`src/rtl/mem_read_sched.sv`:
```
// mem_read_sched: round-robin arbiter for the shared packet-memory read path.
// It chases the block chain to EOP and stops a packet on a stall or on a block-count limit.
module mem_read_sched #(
   parameter int NUM_PORTS  = 4,
   parameter int TIMEOUT    = 8,
   parameter int MAX_BLOCKS = 32,
   parameter int ADDR_W     = 8,
   parameter int BLOCK_BITS = 32
) (
   input  logic                        clk,
   input  logic                        rst_n,
   input  logic [NUM_PORTS-1:0]        req_i,
   input  logic [NUM_PORTS*ADDR_W-1:0] head_addr_i,
   output logic [NUM_PORTS-1:0]        grant_o,
   output logic                        rd_re_o,
   output logic                        rd_start_o,
   output logic [ADDR_W-1:0]           rd_start_addr_o,
   input  logic [BLOCK_BITS-1:0]       rd_data_i,
   input  logic                        rd_valid_i,
   input  logic                        rd_end_i,
   output logic [BLOCK_BITS-1:0]       out_data_o,
   output logic [NUM_PORTS-1:0]        out_valid_o,
   output logic                        out_last_o,
   output logic                        abort_o,
   output logic                        busy_o
);
   localparam int PW  = $clog2(NUM_PORTS);
   localparam int PW1 = PW + 1;
   localparam int BW  = $clog2(MAX_BLOCKS + 1);
   localparam int WW  = $clog2(TIMEOUT + 1);
   typedef enum logic {IDLE, WAIT} state_t;
   state_t state, state_nx;
   logic [PW-1:0] rr_ptr, cur_port, pick, nxt_ptr;
   logic [NUM_PORTS-1:0] rot;
   logic [PW1-1:0] sum;
   logic [BW-1:0] blk_cnt;
   logic [WW-1:0] wd_cnt;
   logic start, lim, tmo, fin, blk;
   // rotate requests so bit 0 is rr_ptr; the lowest set bit wins
   always_comb begin
      rot = NUM_PORTS'({req_i, req_i} >> rr_ptr);
      sum = {1'b0, rr_ptr};
      for (int i = NUM_PORTS - 1; i >= 0; i--)
         if (rot[i]) sum = {1'b0, rr_ptr} + PW1'(i);
      pick = PW'(sum >= PW1'(NUM_PORTS) ? sum - PW1'(NUM_PORTS) : sum);
   end
   assign nxt_ptr = (cur_port == PW'(NUM_PORTS - 1)) ? '0 : cur_port + 1'b1;
   assign start   = rst_n && state == IDLE && |req_i;
   assign blk     = state == WAIT && rd_valid_i;
   assign lim     = blk && !rd_end_i && blk_cnt == BW'(MAX_BLOCKS - 1);
   assign tmo     = state == WAIT && !rd_valid_i && wd_cnt == WW'(TIMEOUT - 1);
   assign fin     = blk && (rd_end_i || lim);
   always_ff @(posedge clk or negedge rst_n)
      if (!rst_n) state <= IDLE;
      else state <= state_nx;
   always_comb
      state_nx = (state == IDLE) ? (|req_i ? WAIT : IDLE) : ((fin || tmo) ? IDLE : WAIT);
   always_ff @(posedge clk or negedge rst_n)
      if (!rst_n) begin
         rr_ptr   <= '0;
         cur_port <= '0;
         blk_cnt  <= '0;
         wd_cnt   <= '0;
      end else if (start) begin
         cur_port <= pick;
         blk_cnt  <= '0;
         wd_cnt   <= '0;
      end else if (state == WAIT) begin
         blk_cnt <= rd_valid_i ? blk_cnt + 1'b1 : blk_cnt;
         wd_cnt  <= rd_valid_i ? '0 : wd_cnt + 1'b1;
         if (fin || tmo) rr_ptr <= nxt_ptr;
      end
   always_comb begin
      grant_o         = start ? NUM_PORTS'(1) << pick : '0;
      rd_start_o      = start;
      rd_re_o         = start || (blk && !rd_end_i && !lim);
      rd_start_addr_o = start ? ADDR_W'(head_addr_i >> (pick * ADDR_W)) : '0;
      out_data_o      = rst_n ? rd_data_i : '0;
      out_valid_o     = blk ? NUM_PORTS'(1) << cur_port : '0;
      out_last_o      = fin;
      abort_o         = tmo || lim;
      busy_o          = state == WAIT;
   end
endmodule

```
`config.mk`:
```
export PLATFORM = sky130hd
export DESIGN_NAME = mem_read_sched
export DESIGN_NICKNAME = d
export VERILOG_FILES = /design/src/rtl/mem_read_sched.sv
export SDC_FILE = /design/constraint.sdc
export NUM_CORES = 1
export LEC_CHECK = 0
export BUFFER_PORTS_ARGS = -buffer_cell sky130_fd_sc_hd__buf_4
export CAP_MARGIN = 20
export CORE_MARGIN = 2
export CORE_UTILIZATION = 34
export CTS_CLUSTER_DIAMETER = 100
export CTS_CLUSTER_SIZE = 30
export DETAILED_ROUTE_END_ITERATION = 8
export PLACE_DENSITY = 0.75
export SYNTH_ARGS = -nofsm -noshare
export SYNTH_HDL_FRONTEND = slang
export SYNTH_SLANG_ARGS = --single-unit
```
`constraint.sdc`:
```
create_clock -name clk -period 1.5 [get_ports clk]
set_input_delay 0.075 -clock clk [delete_from_list [all_inputs] [get_ports clk]]
set_output_delay 0.075 -clock clk [all_outputs]
set_load 0.01 [all_outputs]
```
==> results.cfg, run 1 <==
[run_status]
status = finished with violations
violations = negative setup slack

[worst_setup_path]
cp.arrival_ns = 1.89
r2r_cells = 5
cp.required_ns = 1.42
cp_top_family = compound AO/OA/AOI/OAI gates
worstPathCellList = buf_6, nand2b_4, a221oi_4, nand2_4, buf_12, mux2i_4, o22ai_4, buf_6
rr_endpoint = rr_ptr[0]
reg2reg_slack_ns = -0.15
slowest_stage = dfrtp_1
crit_top_cell = buf_6
critPathMaxFanout = 9
crit_type = register to output port
crit_cells = 8
cpPeakStageDelay_ns = 0.39
crit_buf_inv = 3
reg2reg_from = wd_cnt[0]
cp-start-kind = register
cp-end-kind = output port

[placed_design]
io_buffers = 124
gp_congestion = 0.784
place_ws_ns = -0.290
placed_cell_area_mm2 = 0.00262
place_hpwl_um = 3720

[power_and_ir_drop]
pwr-share-seq = 0.235
power.share.clock = 0.125
peakVddDrop_v = 0.000542
power_frac_comb = 0.640
p_leak_nw = 1.52
p_per_area_mw_per_mm2 = 933
switching_share = 0.368
p_int_w = 0.00175
switching_power_w = 0.00102

[hold_path]
holdCritPathClass = primary input to register
hold_start = rd_valid_i
min_path_cells = 2
worstHoldEndpoint = wd_cnt[1]

[final_layout]
nets = 402
final_area_mm2 = 0.00297
area_growth_syn_to_layout_pct = 114
drive_gt1_frac = 0.638
fillers = 294
multi_input_area_mm2 = 0.00119
regArea_um2 = 375
insertedDiodeCount = 0

[grt]
antenna_found_initial = 0
grt_overflow = 0
grt_pass1_wl_um = 7470
grt_max_degree = 34
grt_usage = 0.208
grt_pass1_vias = 1774

[route]
wl_um = 5100
drtIter0Drc = 60
top_layer = met4
vias = 1828
met2_length_um = 2620
drt-pass1-iter-count = 4
met3WireLength_um = 554
antenna_left = 0
wl_met1_um = 1860
routedWlPerCell_um = 13.7
drc = 0
via_per_inst = 4.90

[synthesis]
synth_top_area_frac = 0.271
synth.avg_cell_area_um2 = 8.21
syn-num-nets = 247
yosysMostFrequentCell = and2_1
ys_types = 32
synthTopCellsByArea = dfrtp_1, and2_1, mux2i_1, ha_1, o22ai_1
synth_edf_count = 0
synthTopCellsByCount = and2_1, mux2i_1, nand2_1, dfrtp_1, nor2_1
async_flop_share = 1.00
synthesis.instances = 169
synth_area_mm2 = 0.00139
ys_warn_count = 0
ys_ff_latch = 15
synth_flop_cell = dfrtp_1
yosys.area.top_type = dfrtp_1
synth_seq_area_share = 0.271

[clock_tree]
tritoncts = yes
cts_made_buffers = 3
cts.htree.levels = 1
clock_sinks = 15
clk_path_buf_depth = 2
clkTransAtPathRegs_ns = 0.06
clk_latency_ns = 0.26
cts_root_buf = clkbuf_8

[die]
rows = 23
die_w_um = 67.9
die_h_um = 67.9
initial_core_util = 0.349
core_area_mm2 = 0.00397
floorplan.die_area_mm2 = 0.00461
io_pins = 125

[sta]
setup_ws_ns = -0.461
fin_skew_ns = 0.00800
rsz0062_at_grt = true
tightest_slew_ns = 0.742
post-route-min-period_ns = 1.96
hold_viol_final = 0
setup_viol = 17
post-route-period-util = 1.31
slew_headroom = 0.503
fmax_ghz = 0.510
finalMaxSlewViolations = 0

[flow_run]
maxCapViolCount = 0
-- cell type report --
| type | instances | share of cell area |
|---|---|---|
| tap | 50 | 0.0211 |
| timing repair buffer | 159 | 0.428 |
| clock inverter | 1 | 0.00168 |
| clock buffer | 3 | 0.0139 |
| inverter | 5 | 0.00716 |
| multi-input combinational | 140 | 0.401 |
| sequential | 15 | 0.126 |
-- flip-flops by register name (all words and copies together) (netlist names) --
signal    count
blk_cnt       6
busy_o        1
cur_port      2
rr_ptr        2
wd_cnt        4
-- logic make-up (layout without fill, tap and decap cells) --
logic type               count (synthesis)  in the layout  synth area share
XOR/XNOR                                 6              6            0.0379
buffers and inverters                   15            168            0.0541
flip-flops                              15             15             0.271
AO/OA/AOI/OAI                           25             25             0.115
adder cells (fa/ha/maj)                  6              6            0.0541
multiplexers                            19             19             0.140
AND/OR/NAND/NOR                         83             84             0.328
-- cell usage in the layout, fill, tap and decap left out, types with 2 or more instances in the layout --
cell      instances
a21oi_1           3
a21oi_2           2
and2_1           32
and3_1            4
buf_12            2
buf_4           146
buf_6             9
clkbuf_8          3
dfrtp_1          15
ha_1              4
inv_1             3
mux2_2            3
mux2i_1           9
mux2i_2           5
mux2i_4           2
nand2_1          12
nand2_2           3
nand2_4           2
nand2b_4          3
nand4_1           2
nor2_1           12
nor2b_1           2
o21a_1            3
o22ai_1           3
o22ai_2           7
o22ai_4           2
xor2_1            5
-- what timing repair did --
action,4_1_cts,5_1_grt
gates resized for setup,26,21
pin swaps,6,9
setup endpoints to repair,19,22
hold buffers,1,0
gates cloned,1,2
buffers inserted,3,4
hold endpoints to repair,15,0
-- metal layers --
layer / vias up / track usage
li1: 888 / -
met1: 827 / 0.235
met2: 106 / 0.400
met3: 7 / 0.0329
met4: 0 / 0.0575
met5: - / 0
-- worst max path at each step --
| stage | startpoint | endpoint | slack, ns |
|---|---|---|---|
| 2_1_floorplan | wd_cnt[0] | rr_ptr[0] | -0.1 |
| 3_3_place_gp | rr_ptr[1] | rd_start_addr_o[7] | -0.25 |
| 3_5_place_dp | rr_ptr[0] | rd_start_addr_o[7] | -0.29 |
| 4_1_cts | rr_ptr[0] | rd_start_addr_o[1] | -0.46 |
| 5_1_grt | rr_ptr[0] | rd_start_addr_o[1] | -0.56 |
| 6_report | rr_ptr[0] | rd_start_addr_o[1] | -0.46 |
-- power groups by stage --
stage,Combinational (W),Sequential (W),Clock [W]
global placement,0.00128,0.000629,0
detailed placement,0.00130,0.000638,0
global route,0.00194,0.000675,0.000368
CTS,0.00151,0.000630,0.000349
floorplan,0.000735,0.000626,0
finish,0.00177,0.000652,0.000346
-- through the flow --
stage          TNS [ns]  utilization  power, W  hold WS (ns)  cells
3_3_place_gp      -2.83        0.659   0.00191         0.132    360
3_5_place_dp      -3.11        0.659   0.00194         0.132    360
6_report          -5.61        0.748   0.00277         0.109    373
4_1_cts           -5.46        0.707   0.00249         0.103    368
5_1_grt           -7.35        0.748   0.00298         0.108    373
2_1_floorplan     -1.13            -   0.00136        -0.221    169
Note: power is estimated with default switching activity, not from simulation.
==> run 2, diff against run 1 <==
- CORE_UTILIZATION: 34 -> 35
- CTS_BUF_LIST: default -> sky130_fd_sc_hd__clkbuf_4 sky130_fd_sc_hd__clkbuf_8
- PLACE_DENSITY: 0.75 -> 0.77
==> run 2 against run 1 <==
Effect of this change: the run still ends with negative setup slack left; non-clock buffer count up 3; clock skew down 0.0023 ns; sequential share of layout area up 0.25 points; clock-buffer cell count unchanged.
==> results.cfg, run 2 (synthesized netlist as in run 1, its figures left out) <==
[clock_tree]
tritoncts = yes
cts_root_buf = clkbuf_8
clock_sinks = 15
clk_latency_ns = 0.25
cts.htree.levels = 1
cts_made_buffers = 3
clk_path_buf_depth = 2
clkTransAtPathRegs_ns = 0.07

[die]
core_area_mm2 = 0.00374
io_pins = 125
initial_core_util = 0.371
die_h_um = 67.0
floorplan.die_area_mm2 = 0.00448
rows = 22
die_w_um = 67.0

[route]
drc = 0
wl_um = 5230
routedWlPerCell_um = 14.0
via_per_inst = 4.92
vias = 1841
drt-pass1-iter-count = 4
antenna_left = 0
drtIter0Drc = 47

[placed_design]
gp_congestion = 0.768
place_hpwl_um = 3790
placed_cell_area_mm2 = 0.00260
io_buffers = 124
place_ws_ns = -0.295

[power_and_ir_drop]
power.share.clock = 0.126
p_per_area_mw_per_mm2 = 936
switching_share = 0.364
pwr-share-seq = 0.239
finalPower_w = 0.00273
peakVddDrop_v = 0.000617
p_leak_nw = 1.54
switching_power_w = 0.000996
p_int_w = 0.00174
power_frac_comb = 0.635

[grt]
grt_overflow = 0
met2_usage = 0.413
top_usage_layer = met2
met1_usage = 0.207
grt_usage = 0.207
antenna_found_initial = 0
grt_pass1_vias = 1629
grt_use_met3 = 0.0507
grt_pass1_wl_um = 7060
grt_max_degree = 34

[worst_setup_path]
cp_top_family = compound AO/OA/AOI/OAI gates
cpPeakStageDelay_ns = 0.41
cp.required_ns = 1.42
reg2reg_slack_ns = -0.15
crit_type = register to output port
cp-start-kind = register
worstPathCellList = buf_6, o22ai_4, a221oi_4, nand2_4, buf_12, mux2i_1, o22ai_2, buf_4
slowest_stage = dfrtp_1
cp.arrival_ns = 1.90
crit_buf_inv = 3
cp-end-kind = output port
critPathMaxFanout = 9

[flow_run]
maxCapViolCount = 0

[sta]
tightest_slew_ns = 0.726
hold_ws_ns = 0.102
setup_ws_ns = -0.477
slew_headroom = 0.514
fin_skew_ns = 0.00566
hold_viol_final = 0
post-route-period-util = 1.32
finalMaxSlewViolations = 0
fmax_ghz = 0.506
rsz0062_at_grt = true
setup_viol = 17
post-route-min-period_ns = 1.98

[final_layout]
largest_reg_flops = 6
drive_gt1_frac = 0.623
area_growth_syn_to_layout_pct = 111
final_cell_mix = buf_4, and2_1, mux2i_1, dfrtp_1, nor2_1
final_area_mm2 = 0.00292
layout.cells.most_common = buf_4
nets = 405
largest-register = blk_cnt
reg_top3 = blk_cnt (6), wd_cnt (4)
insertedDiodeCount = 0

[run_status]
violations = negative setup slack
status = finished with violations

[hold_path]
holdCritPathClass = primary input to register
==> run 2: through the flow <==
stage | utilization | setup TNS [ns] | std cells
after floorplan | - | -1.13 | 169
after global placement | 0.695 | -2.99 | 356
after detailed placement | 0.695 | -3.50 | 356
after CTS | 0.729 | -5.67 | 363
after global routing | 0.781 | -7.08 | 374
final | 0.781 | -5.99 | 374
==> run 2: metal layers <==
metal | vias up | routed length, um
li1 | 891 | -
met1 | 814 | 1810
met2 | 124 | 2750
met3 | 12 | 561
met4 | 0 | 118
met5 | - | 0
==> run 2: worst paths after layout <==
| path | start | to | depth (start not counted) |
|---|---|---|---|
| min in group asynchronous | rst_n | rr_ptr[1] | 3 |
| worst min-delay path | rd_valid_i | wd_cnt[1] | 2 |
| worst min register to register | blk_cnt[4] | blk_cnt[4] | 2 |
| worst max-delay path | rr_ptr[1] | rd_start_addr_o[5] | 8 |
| worst max register to register | wd_cnt[0] | rr_ptr[0] | 5 |
| max in group asynchronous | rst_n | rr_ptr[0] | 3 |
==> run 2: cell type report <==
| type | instances | area (um2) |
|---|---|---|
| clock buffers | 3 | 41.3 |
| repair buffers | 162 | 1290 |
| fillers | 270 | 821 |
| flip-flops and latches | 15 | 377 |
| well taps | 48 | 60.1 |
| inverters | 5 | 18.8 |
| clock inverters | 1 | 5.00 |
| multi-input cells | 140 | 1130 |
==> run 2: power by group through the flow <==
| stage | combinational (W) | sequential (W) | clock [W] |
|---|---|---|---|
| 2_1_floorplan | 0.000735 | 0.000626 | 0 |
| 3_3_place_gp | 0.00129 | 0.000619 | 0 |
| 3_5_place_dp | 0.00132 | 0.000627 | 0 |
| 4_1_cts | 0.00143 | 0.000624 | 0.000344 |
| 5_1_grt | 0.00187 | 0.000674 | 0.000361 |
| 6_report | 0.00174 | 0.000653 | 0.000346 |
==> run 2: worst reg2reg max path, stage by stage (launching register included) <==
cell,delay (ns)
dfrtp_1,0.36
ha_2,0.19
nand2_2,0.06
or4b_4,0.50
nor2b_4,0.16
mux2_2,0.27
==> run 2: what timing repair did <==
| item | in CTS | in global routing |
|---|---|---|
| gates resized for setup | 17 | 18 |
| setup endpoints to repair | 19 | 21 |
| endpoints found under the hold margin | 15 | 0 |
| hold buffers | 1 | 0 |
| pin swaps | 11 | 3 |
| gates cloned | 1 | 2 |
| setup buffers | 2 | 10 |
